**config.mk**
```make
export PLATFORM = sky130hd
export DESIGN_NAME = afl_load_sequencer
export DESIGN_NICKNAME = d
export VERILOG_FILES = /design/src/rtl/afl_load_sequencer.sv
export SDC_FILE = /design/constraint.sdc
export NUM_CORES = 1
export LEC_CHECK = 0
export ABC_CLOCK_PERIOD_IN_PS = 3200
export BUFFER_PORTS_ARGS = -buffer_cell sky130_fd_sc_hd__buf_2
export CAP_MARGIN = 20
export CELL_PAD_IN_SITES_DETAIL_PLACEMENT = 1
export CELL_PAD_IN_SITES_GLOBAL_PLACEMENT = 1
export CORE_MARGIN = 4
export CORE_UTILIZATION = 38
export DETAILED_ROUTE_END_ITERATION = 12
export PLACE_DENSITY_LB_ADDON = 0.3
export SLEW_MARGIN = 5
export SYNTH_ARGS = -nofsm -noshare
export SYNTH_HDL_FRONTEND = slang
export SYNTH_SLANG_ARGS = --single-unit
```
**constraint.sdc**
```tcl
create_clock -name clk -period 3.2 [get_ports clk]
set_input_delay 0.32 -clock clk [delete_from_list [all_inputs] [get_ports clk]]
set_output_delay 0.32 -clock clk [all_outputs]
set_load 0.01 [all_outputs]
```
**src/rtl/afl_load_sequencer.sv**
```systemverilog
// Tile load sequencer for the aligned feature loader: streams feature words into
// AFL columns with per-word address offsets and inserts a shift between columns.
module afl_load_sequencer #(
    parameter int AFL_DIM_Y     = 128,
    parameter int AFL_DIM_X     = 6,
    parameter int INPUT_WIDTH   = 32,
    parameter int ELEMENT_WIDTH = 4,
    parameter int ADDR_WIDTH    = 32,
    parameter int COL_W         = $clog2(AFL_DIM_X + 1)
) (
    input  logic                   clk,
    input  logic                   rst,
    input  logic                   start_i,
    input  logic [COL_W-1:0]       num_cols_i,
    output logic                   busy_o,
    output logic                   done_o,
    output logic [COL_W-1:0]       cols_loaded_o,
    input  logic [INPUT_WIDTH-1:0] src_data_i,
    input  logic                   src_valid_i,
    output logic                   src_ready_o,
    output logic [INPUT_WIDTH-1:0] afl_data_o,
    output logic                   afl_valid_o,
    output logic [ADDR_WIDTH-1:0]  afl_addr_o,
    output logic [1:0]             afl_dir_o
);

    localparam int WORDS_PER_COL = AFL_DIM_Y * ELEMENT_WIDTH / INPUT_WIDTH;
    localparam int WORD_W = $clog2(WORDS_PER_COL);
    localparam logic [COL_W-1:0] MAX_COLS = COL_W'(AFL_DIM_X);
    localparam logic [WORD_W-1:0] LAST_WORD = WORD_W'(WORDS_PER_COL - 1);

    localparam logic [1:0] DIR_HOLD  = 2'b00;
    localparam logic [1:0] DIR_LOAD  = 2'b01;
    localparam logic [1:0] DIR_SHIFT = 2'b10;

    typedef enum logic [1:0] {
        S_IDLE,
        S_LOAD,
        S_SHIFT,
        S_DONE
    } state_t;

    state_t            state;
    logic [COL_W-1:0]  ncols;
    logic [COL_W-1:0]  ncols_clamped;
    logic [WORD_W-1:0] word_cnt;
    logic              beat;
    logic              last_word;
    logic              more_cols;

    assign src_ready_o   = (state == S_LOAD);
    assign beat          = src_valid_i & src_ready_o;
    assign last_word     = (word_cnt == LAST_WORD);
    assign more_cols     = ((cols_loaded_o + COL_W'(1)) < ncols);
    assign ncols_clamped = (num_cols_i > MAX_COLS) ? MAX_COLS : num_cols_i;

    always_ff @(posedge clk or posedge rst) begin
        if (rst) begin
            state         <= S_IDLE;
            ncols         <= '0;
            word_cnt      <= '0;
            cols_loaded_o <= '0;
            busy_o        <= 1'b0;
            done_o        <= 1'b0;
            afl_data_o    <= '0;
            afl_valid_o   <= 1'b0;
            afl_addr_o    <= '0;
            afl_dir_o     <= DIR_HOLD;
        end else begin
            afl_valid_o <= 1'b0;
            afl_dir_o   <= DIR_HOLD;
            done_o      <= 1'b0;
            unique case (state)
                S_IDLE: begin
                    if (start_i) begin
                        ncols         <= ncols_clamped;
                        word_cnt      <= '0;
                        cols_loaded_o <= '0;
                        busy_o        <= 1'b1;
                        if (ncols_clamped == '0) begin
                            state  <= S_DONE;
                            done_o <= 1'b1;
                        end else begin
                            state <= S_LOAD;
                        end
                    end
                end
                S_LOAD: begin
                    if (beat) begin
                        afl_valid_o <= 1'b1;
                        afl_data_o  <= src_data_i;
                        afl_addr_o  <= ADDR_WIDTH'(word_cnt);
                        afl_dir_o   <= DIR_LOAD;
                        if (last_word) begin
                            word_cnt      <= '0;
                            cols_loaded_o <= cols_loaded_o + COL_W'(1);
                            if (more_cols) begin
                                state <= S_SHIFT;
                            end else begin
                                state  <= S_DONE;
                                done_o <= 1'b1;
                            end
                        end else begin
                            word_cnt <= word_cnt + WORD_W'(1);
                        end
                    end
                end
                S_SHIFT: begin
                    afl_dir_o  <= DIR_SHIFT;
                    afl_addr_o <= '0;
                    state      <= S_LOAD;
                end
                S_DONE: begin
                    busy_o <= 1'b0;
                    state  <= S_IDLE;
                end
                default: state <= S_IDLE;
            endcase
        end
    end

endmodule

```
==> metrics.txt <==
Tcrit/Tclk final between 60% and 70%; worst hold margin 0.03174 ns; Synth top area share a little over half; critical path endpoint category flip-flop; gpl congestion 0.7475; asr flop ratio synth 100.0%; CP max stage delay about 0.53 ns; cell with the most instances after synthesis dfrtp_1; status finished clean; DIE WIDTH roughly 88 um; n_diodes 0; area of the multi-input gates 968.4 um^2; Syn Std Cell Area between 2000 and 2500 um^2; Final Setup Violations 0; Setup CP Type reg2reg; cells after synthesis ~200; Leak ~1.5 nW; CTS Buffer Depth 2; die area around 7800 um^2; H-tree levels 2; pin count of the biggest net entering global routing 34; Post-CTS Repair Setup Buffers 0; Final Hold Vio Count 0; CTS resizes 0; CP Max Fanout 33; ratio of cells with drive above 1 in the final layout around 45%; Inserted Clock Buffers 5; total grt overflow 0; GRT Total Usage around an eighth; Post-synth EDFFs 0; P&R area growth vs syn 20.12%; synthesis-stage register bit count between 50 and 60; Critical Path, Cell by Cell inv_1 > ha_1 > nand2_2 > buf_4 > or4_1 > o21ai_0; max-slew violation count 0; FP Rows 29; CP Launch Point state[1]$_DFFE_PP0P_; clk_lat worst skew 0.30 ns; RSZ-0062 raised after global routing no; post-route ant nets 0; setup TNS 0 ns; Critical Path AT about 2.3 ns; cell accounting for the most synthesized area dfrtp_1; top cells by area, synth dfrtp_1 (54%), mux2_2 (16%), buf_4 (8.5%); max-cap violation count 0; initial antenna violation count 0; Reg clk slew, reported paths ~0.090 ns; fill count about 700; Routed WL slightly above 5000 um; CTS root buf clkbuf_8; Synth Area per Inst 12.37 um^2; CP top delay family simple AND/OR/NAND/NOR gates; first-pass GRT wire length ~8100 um; nets around 330; Port Buffer Count 83; Hold Path Class in2async; Residual DRC 0; DR vias/cell ~4.7; Post-DP HPWL between 3000 and 4000 um; ys flop type dfrtp_1; Starting Density between 30 and 40%; Pre-antenna DRT Iters 4; worst reg-to-reg setup slack ~1.1 ns; YS warnings 0; fmax approximately 470 MHz; CTS tree yes; total core area about 6300 um^2; Min Clock Period, post-route between 2 and 2.5 ns; number of global-route vias before repair 1,701; DRT iter0 DRCs 42; CP required 3.42 ns; buffers plus inverters on the worst setup path 2; Slowest cell on crit path or4_1; CTS Sinks 53; Startpoint Class flip-flop; io pins between 100 and 150; Setup Skew 0.005292 ns; FF/Latch Area 1326 um^2; DR vias about 1.7k; Power Total ~2.5 mW; Max VDD drop around 0.00036 V; Power Density roughly 850 nW/um^2; worst reg2reg startpoint state[1]$_DFFE_PP0P_; Avg WL per Cell roughly 14 um; Die Span Y 88.50 um; most frequent cells after synthesis dfrtp_1 (53), mux2_2 (34), buf_4 (28); register area share after synthesis about 54%; Netlist cell types 29; Hold Buf Count CTS 0
==> layout make-up <==
class,count,area share [%]
Clock buffer,6,2.792
Multi-Input combinational cell,131,32.74
Inverter,9,1.142
Timing Repair Buffer,85,14.97
Tap cell,77,3.257
Clock inverter,1,0.2538
Sequential cell,53,44.84
==> cells by family (layout without fill, tap and decap cells) <==
kind of cell,Yosys count,in the layout,synth area share (%)
simple gates,32,32,6.657
buf+inv,42,101,10.92
flops,53,53,53.86
fa+ha+maj,8,8,4.065
compound gates,25,25,7.215
xor+xnor,1,1,0.3558
other cells,1,28,0.1523
mux,37,37,16.77
==> where the power goes <==
group | switching (mW) | leakage, nW | internal [mW]
Sequential | 0.137 | 0.650 | 0.948
Combinational | 0.552 | 0.843 | 0.511
Clock | 0.208 | 0.0433 | 0.171
==> per-layer routing <==
metal  GRT usage, %  up-vias  part of all wire, %
li1               -      799                    -
met1          17.20      821                   44
met2          21.28       73                   45
met3          4.190        4                   10
met4          4.121        0                 0.96
met5              0        -                    0
==> state kept, by name (all words and copies together) (netlist names) <==
| name | flops |
|---|---|
| state | 2 |
| afl_valid_o | 1 |
| afl_data_o | 32 |
| done_o | 1 |
| cols_loaded_o | 3 |
| afl_dir_o | 2 |
| ncols | 3 |
| busy_o | 1 |
| afl_addr_o | 4 |
| word_cnt | 4 |
==> metrics by stage <==
| step | utilization [%] | cells | instance area (um^2) | setup slack [ns] |
|---|---|---|---|---|
| finish | 46.85 | 362 | 2958 | 1.084 |
| global route | 46.85 | 362 | 2958 | 0.8988 |
| CTS | 46.85 | 362 | 2958 | 1.062 |
| detailed placement | 45.42 | 355 | 2868 | 1.096 |
| global placement | 45.11 | 354 | 2848 | 1.169 |
| floorplan | - | 226 | 2564 | 1.513 |
==> path summary, 6_finish.rpt <==
| check | to | cells past startpoint |
|---|---|---|
| max | word_cnt[3]$_DFFE_PP0P_ | 6 |
| min | afl_data_o[2]$_DFFE_PP0P_ | 2 |
| max in group asynchronous | afl_data_o[23]$_DFFE_PP0P_ | 3 |
| min in group clk | afl_data_o[29]$_DFFE_PP0P_ | 2 |
| min reg2reg | ncols[0]$_DFFE_PP0P_ | 2 |
| max reg2reg | word_cnt[3]$_DFFE_PP0P_ | 6 |
==> cells in the final DEF (no fill, tap or decap), drive strengths merged, types with 3 or more instances in the layout <==
cell and count:
inv 9, a32o 3, a21oi 3, mux2i 3, clkbuf 6, conb 28
dfrtp 53, mux2 34, a22o 6, and3 3, nand2 13, ha 8
nand2b 3, nand3 4, o21ai 9, buf 85
==> worst register-to-register path, delay by kind of cell (launching register included) <==
| family | cells | cell delay (ns) |
|---|---|---|
| AOI/OAI and AO/OA | 1 | 0.08 |
| adders and majority gates | 1 | 0.46 |
| buffers and inverters | 2 | 0.40 |
| DFF | 1 | 0.42 |
| and+or+nand+nor | 2 | 0.68 |
(Power assumes the default switching activity.)
